--- src/rtl/ps2_kb_pkg.sv ---
// Shared types and constants for the PS/2 keyboard receiver: frame states,
// scan codes of interest and the HID keycodes they translate to.
package ps2_kb_pkg;

   typedef enum logic [1:0] {
      ST_IDLE,
      ST_DATA,
      ST_PARITY,
      ST_STOP
   } frame_state_t;

   localparam logic [7:0] SC_EXT   = 8'hE0;
   localparam logic [7:0] SC_BREAK = 8'hF0;
   localparam logic [7:0] SC_A     = 8'h1C;
   localparam logic [7:0] SC_D     = 8'h23;
   localparam logic [7:0] SC_S     = 8'h1B;
   localparam logic [7:0] SC_W     = 8'h1D;

   localparam logic [7:0] HID_NONE = 8'h00;
   localparam logic [7:0] HID_A    = 8'h04;
   localparam logic [7:0] HID_D    = 8'h07;
   localparam logic [7:0] HID_S    = 8'h16;
   localparam logic [7:0] HID_W    = 8'h1A;

   function automatic logic [7:0] scan_to_hid(input logic [7:0] sc);
      logic [7:0] hid;
      case (sc)
         SC_A:    hid = HID_A;
         SC_D:    hid = HID_D;
         SC_S:    hid = HID_S;
         SC_W:    hid = HID_W;
         default: hid = HID_NONE;
      endcase
      return hid;
   endfunction

endpackage

--- src/rtl/ps2_frame_rx.sv ---
// PS/2 frame receiver: synchronises the raw lines, samples on falling edges of
// the keyboard clock and checks start, odd parity and stop bits.
module ps2_frame_rx
   import ps2_kb_pkg::*;
#(
   parameter int TIMEOUT_CYCLES = 50000
) (
   input  logic       i_clk,
   input  logic       i_rst,
   input  logic       i_ps2_clk,
   input  logic       i_ps2_data,
   output logic [7:0] o_byte,
   output logic       o_byte_valid,
   output logic       o_frame_err
);

   localparam int CNT_W = $clog2(TIMEOUT_CYCLES + 1);

   logic [1:0]       r_clk_sync;
   logic [1:0]       r_data_sync;
   logic             r_clk_prev;
   frame_state_t     r_state;
   logic [7:0]       r_shift;
   logic [2:0]       r_bit_cnt;
   logic             r_err;
   logic [CNT_W-1:0] r_idle_cnt;

   logic w_fall;
   logic w_bit;
   logic w_timeout;

   assign w_fall    = r_clk_prev & ~r_clk_sync[1];
   assign w_bit     = r_data_sync[1];
   assign w_timeout = (r_idle_cnt == CNT_W'(TIMEOUT_CYCLES - 1));

   // Lines idle high, so the synchronisers reset to 1 to avoid a false edge.
   always_ff @(posedge i_clk or posedge i_rst) begin
      if (i_rst) begin
         r_clk_sync  <= 2'b11;
         r_data_sync <= 2'b11;
         r_clk_prev  <= 1'b1;
      end else begin
         r_clk_sync  <= {r_clk_sync[0], i_ps2_clk};
         r_data_sync <= {r_data_sync[0], i_ps2_data};
         r_clk_prev  <= r_clk_sync[1];
      end
   end

   always_ff @(posedge i_clk or posedge i_rst) begin
      if (i_rst) begin
         r_state      <= ST_IDLE;
         r_shift      <= 8'h00;
         r_bit_cnt    <= 3'd0;
         r_err        <= 1'b0;
         r_idle_cnt   <= '0;
         o_byte       <= 8'h00;
         o_byte_valid <= 1'b0;
         o_frame_err  <= 1'b0;
      end else begin
         o_byte_valid <= 1'b0;
         o_frame_err  <= 1'b0;
         if (r_state != ST_IDLE && !w_fall && w_timeout) begin
            r_state     <= ST_IDLE;
            r_idle_cnt  <= '0;
            o_frame_err <= 1'b1;
         end else if (w_fall) begin
            r_idle_cnt <= '0;
            case (r_state)
               ST_IDLE: begin
                  if (!w_bit) begin
                     r_state   <= ST_DATA;
                     r_bit_cnt <= 3'd0;
                     r_err     <= 1'b0;
                  end else begin
                     o_frame_err <= 1'b1;
                  end
               end
               ST_DATA: begin
                  r_shift   <= {w_bit, r_shift[7:1]};
                  r_bit_cnt <= r_bit_cnt + 3'd1;
                  if (r_bit_cnt == 3'd7) begin
                     r_state <= ST_PARITY;
                  end
               end
               ST_PARITY: begin
                  r_err   <= ~(^{r_shift, w_bit});
                  r_state <= ST_STOP;
               end
               ST_STOP: begin
                  if (w_bit && !r_err) begin
                     o_byte       <= r_shift;
                     o_byte_valid <= 1'b1;
                  end else begin
                     o_frame_err <= 1'b1;
                  end
                  r_state <= ST_IDLE;
               end
               default: r_state <= ST_IDLE;
            endcase
         end else if (r_state == ST_IDLE) begin
            r_idle_cnt <= '0;
         end else begin
            r_idle_cnt <= r_idle_cnt + CNT_W'(1);
         end
      end
   end

endmodule

--- src/rtl/ps2_keycode_rx.sv ---
// PS/2 keyboard front end: tracks which WASD movement key is held and reports
// it as a HID keycode, pulsing key_valid whenever the reported key changes.
module ps2_keycode_rx
   import ps2_kb_pkg::*;
#(
   parameter int TIMEOUT_CYCLES = 50000
) (
   input  logic       i_clk,
   input  logic       i_rst,
   input  logic       i_ps2_clk,
   input  logic       i_ps2_data,
   output logic [7:0] o_keycode,
   output logic       o_key_valid,
   output logic       o_frame_err
);

   logic [7:0] w_byte;
   logic       w_byte_valid;
   logic       w_frame_err;
   logic [7:0] w_hid;

   logic [7:0] r_keycode;
   logic       r_key_valid;
   logic       r_ext_pending;
   logic       r_brk_pending;

   ps2_frame_rx #(
      .TIMEOUT_CYCLES(TIMEOUT_CYCLES)
   ) u_frame_rx (
      .i_clk       (i_clk),
      .i_rst       (i_rst),
      .i_ps2_clk   (i_ps2_clk),
      .i_ps2_data  (i_ps2_data),
      .o_byte      (w_byte),
      .o_byte_valid(w_byte_valid),
      .o_frame_err (w_frame_err)
   );

   // Extended codes share scan values with the movement keys but are other keys.
   assign w_hid = r_ext_pending ? HID_NONE : scan_to_hid(w_byte);

   always_ff @(posedge i_clk or posedge i_rst) begin
      if (i_rst) begin
         r_keycode     <= HID_NONE;
         r_key_valid   <= 1'b0;
         r_ext_pending <= 1'b0;
         r_brk_pending <= 1'b0;
      end else begin
         r_key_valid <= 1'b0;
         if (w_frame_err) begin
            r_ext_pending <= 1'b0;
            r_brk_pending <= 1'b0;
         end else if (w_byte_valid) begin
            if (w_byte == SC_EXT) begin
               r_ext_pending <= 1'b1;
            end else if (w_byte == SC_BREAK) begin
               r_brk_pending <= 1'b1;
            end else begin
               r_ext_pending <= 1'b0;
               r_brk_pending <= 1'b0;
               if (w_hid != HID_NONE) begin
                  if (!r_brk_pending && w_hid != r_keycode) begin
                     r_keycode   <= w_hid;
                     r_key_valid <= 1'b1;
                  end else if (r_brk_pending && w_hid == r_keycode) begin
                     r_keycode   <= HID_NONE;
                     r_key_valid <= 1'b1;
                  end
               end
            end
         end
      end
   end

   assign o_keycode   = r_keycode;
   assign o_key_valid = r_key_valid;
   assign o_frame_err = w_frame_err;

endmodule
--- config.mk ---
export PLATFORM = sky130hd
export DESIGN_NAME = ps2_keycode_rx
export DESIGN_NICKNAME = d
export VERILOG_FILES = /design/src/rtl/ps2_kb_pkg.sv /design/src/rtl/ps2_frame_rx.sv /design/src/rtl/ps2_keycode_rx.sv
export SDC_FILE = /design/constraint.sdc
export NUM_CORES = 1
export LEC_CHECK = 0
export BUFFER_PORTS_ARGS = -buffer_cell sky130_fd_sc_hd__buf_2
export CAP_MARGIN = 10
export CORE_ASPECT_RATIO = 1.4
export CORE_MARGIN = 4
export CORE_UTILIZATION = 24
export DETAILED_ROUTE_END_ITERATION = 10
export PLACE_DENSITY = 0.47
export SKIP_LAST_GASP = 1
export SYNTH_ARGS = -nofsm -noshare
export SYNTH_HDL_FRONTEND = slang
export SYNTH_HIERARCHICAL = 1
export SYNTH_SLANG_ARGS = --single-unit
--- constraint.sdc ---
create_clock -name i_clk -period 5.3 [get_ports i_clk]
set_clock_uncertainty 0.05 [all_clocks]
set_input_delay 0.265 -clock i_clk [delete_from_list [all_inputs] [get_ports i_clk]]
set_output_delay 0.265 -clock i_clk [all_outputs]
set_load 0.005 [all_outputs]
==> impl_metrics.ini <==
[cts]
htree_levels = 2
ctsHoldBuffers = 1
clk_latency_ns = 0.29
cts_tree = built
clk_pin_slew_ns = 0.07
cts-root-buf = clkbuf_16
cts_buffer_depth = 2
post_cts_buffers = 0
cts_buffers = 5
cts_resized = 0
cts.sinks = 53

[synth]
synth_top_family_by_area = simple AND/OR/NAND/NOR gates
ys_seq_elements = 53
ys.flop_type = dfrtp_1
yosysSeqAreaShare_pct = 49.8
synth_xor_area_share_pct = 8.70
syn_area_per_cell_sq_um = 11.4
syn-cell-area_sq_um = 2670
synth_edf_count = 0
synth_cell_types = 54
synth_area_leaders = dfrtp_1, mux2_2, xnor2_1
synth_compound_area_share_pct = 7.91
synthArstFlopShare_pct = 100
synth_top_area_share_pct = 44.9
ys_warn_count = 6
synth_top_area_cell = dfrtp_1
muxShareOfSynthArea_pct = 7.11
synth_adder_area_share_pct = 3.74
synthCells = 234
yosys.area_share.simple_pct = 18.7

[floorplanning]
coreArea_sq_um = 10900
chipHeight_um = 133
die-area_sq_um = 12900
start_util_pct = 24.6
ios = 14
num_rows = 45
die_w_um = 97.2

[placed_design]
routabilityCongestion = 0.764
dp_hpwl_um = 3490
portBuffers = 10

[sta]
min_period_ns = 2.96
clock.fmax_ghz = 0.338
worstMarginPinSlew_ns = 0.946
slew_headroom_pct = 36.9
period_share_pct = 55.9
drv_slew = 0
setup-tns-final_ns = 0
hold_viol_final = 0
setup_viol = 0
rsz0062_at_grt = false

[global_routing]
grt_usage_pct = 8.37
grt_max_degree = 46
grt_pass1_vias = 1825
grt_pass1_wl_um = 8770
grt_overflow = 0
antenna_found_initial = 0

[min_path]
hold_depth = 1
worstHoldPathType = input pin to flop
min_to = u_frame_rx/r_data_sync[0]
min_from = i_ps2_data

[critical_path]
rr_worst_depth = 10
arrival_ns = 3.09
required_ns = 5.43
timing_worst_setup_path_type = flop to flop
cp-end-kind = flop
rrSetupSlack_ns = 2.34
reg2reg_from = u_frame_rx/o_byte[1]
crit_fanout = 7
worstSetupStartpointType = flop
timing.rr.end = o_keycode[4]

[power]
p_seq_share_pct = 43.8
pwr-share-clk_pct = 31.0
p_comb_share_pct = 25.2
swShare_pct = 30.0
ir_drop_uv = 167
p_total_mw = 1.23
powerDensity_nw_per_um2 = 405
p_int_uw = 861
leakage_nw = 1.29
p_switching_uw = 369

[final_layout]
fillers = 1123
diodes = 0
final_core_util_pct = 27.9
drive_gt1_share_pct = 25.5
layout.nets = 258
areaGrowthSynthToFinish_pct = 13.6

[routing]
drt-total-wl_um = 4780
vias = 1708
dr.first_iter.drc_count = 70
via_per_inst = 4.40
wire_per_inst_um = 12.3
drc_errors = 0
first_pass_iters = 4
ant_nets = 0

[job]
maxCapViolCount = 0

[status]
status = completed
## flip-flops by register name, summed over array words and instances, names as in the netlist
| name | cells |
|---|---|
| o_key_valid | 1 |
| o_keycode | 5 |
| r_brk_pending | 1 |
| r_ext_pending | 1 |
| u_frame_rx/o_byte | 8 |
| u_frame_rx/o_byte_valid | 1 |
| u_frame_rx/o_frame_err | 1 |
| u_frame_rx/r_bit_cnt | 3 |
| u_frame_rx/r_clk_prev | 1 |
| u_frame_rx/r_clk_sync | 2 |
| u_frame_rx/r_data_sync | 2 |
| u_frame_rx/r_err | 1 |
| u_frame_rx/r_idle_cnt | 16 |
| u_frame_rx/r_shift | 8 |
| u_frame_rx/r_state | 2 |
## synth_stat cells, types with 4 or more instances
cell and count:
dfrtp_1 48, xnor2_1 18, mux2_2 16, nand2_1 16
nor2_1 15, inv_1 12, nor2_2 10, ha_1 8
nand3_1 7, nor3_1 6, xor2_1 6, dfstp_2 5
nor4_1 5, a32o_1 4, nand2b_1 4, o21ai_0 4
## area by class of cell
cell class	instances	area, sq um	share of cell area, %
Timing Repair Buffer	11	60.1	1.98
Sequential cell	53	1330	43.9
Clock inverter	2	37.5	1.24
Multi-Input combinational cell	163	1250	41.0
Clock buffer	6	139	4.57
Tap cell	141	176	5.81
Inverter	12	45.0	1.48
## through the flow
| step | worst slack (ns) | instances | cell area, sq um | hold slack (ns) |
|---|---|---|---|---|
| finish | 2.34 | 388 | 3040 | 0.0214 |
| global route | 2.01 | 388 | 3040 | 0.0113 |
| CTS | 2.32 | 388 | 3040 | 0.0113 |
| detailed placement | 2.33 | 379 | 2850 | 0.208 |
| global placement | 2.37 | 379 | 2850 | 0.198 |
| floorplan | 2.54 | 236 | 2680 | 0.0307 |
## cells by family after synthesis
| family | Yosys count |
|---|---|
| and+or+nand+nor | 84 |
| buffers and inverters | 20 |
| other | 1 |
| xor gates and xnor gates | 25 |
| DFF | 53 |
| muxes | 17 |
| adders and majority gates | 8 |
| AOI/OAI and AO/OA | 26 |
## worst max-delay path: stages (launching register included)
cell and delay [ns]:
dfrtp_1 0.44, or3b_1 0.42, a2111oi_2 0.49, xor2_1 0.12
nor3_1 0.23, o211ai_2 0.12, ha_1 0.28, nor2_1 0.10
o311a_1 0.27, o21ai_2 0.12, a32o_1 0.22
## worst max-delay path by stage
stage	slack, ns	from	cells past startpoint	to
finish	2.34	u_frame_rx/o_byte[1]	10	o_keycode[4]
global route	2.01	r_ext_pending	10	o_keycode[4]
CTS	2.32	u_frame_rx/o_byte[1]	10	o_keycode[4]
detailed placement	2.33	u_frame_rx/o_byte[5]	10	o_keycode[4]
global placement	2.37	u_frame_rx/o_byte[5]	10	o_keycode[4]
floorplan	2.54	u_frame_rx/o_byte[5]	10	o_keycode[4]
## cell usage in the layout (no fill, tap or decap), types with 2 or more instances in the layout
| master | instances |
|---|---|
| nand2b_1 | 4 |
| dfstp_2 | 5 |
| nor4_1 | 5 |
| nand3_1 | 7 |
| nand2_1 | 16 |
| nand4_1 | 3 |
| a2111oi_2 | 2 |
| conb_1 | 3 |
| buf_2 | 10 |
| a32o_1 | 4 |
| ha_1 | 8 |
| nor2_1 | 15 |
| dfrtp_1 | 48 |
| inv_1 | 11 |
| xnor2_1 | 18 |
| o22ai_1 | 2 |
| a21oi_1 | 3 |
| xor2_1 | 6 |
| clkbuf_16 | 5 |
| o31ai_1 | 2 |
| o21a_1 | 2 |
| nor2_2 | 10 |
| o21ai_0 | 4 |
| mux2_2 | 16 |
| nor3_1 | 6 |
## power by group through the flow
stage / logic [mW] / clock network, mW / registers (mW)
3_5_place_dp: 0.312 / 0 / 0.548
4_1_cts: 0.316 / 0.398 / 0.540
2_1_floorplan: 0.283 / 0 / 0.527
3_3_place_gp: 0.310 / 0 / 0.545
5_1_grt: 0.347 / 0.413 / 0.550
6_report: 0.309 / 0.381 / 0.539
## metal layers
layer | global-route usage, % | share of wire (%) | up-vias
met3 | 1.95 | 2.9 | 10
met5 | 0 | 0 | -
met2 | 14.7 | 52 | 19
met1 | 9.44 | 42 | 838
li1 | - | - | 841
met4 | 4.14 | 2.8 | 0
Power figures use the tool's default switching activity.
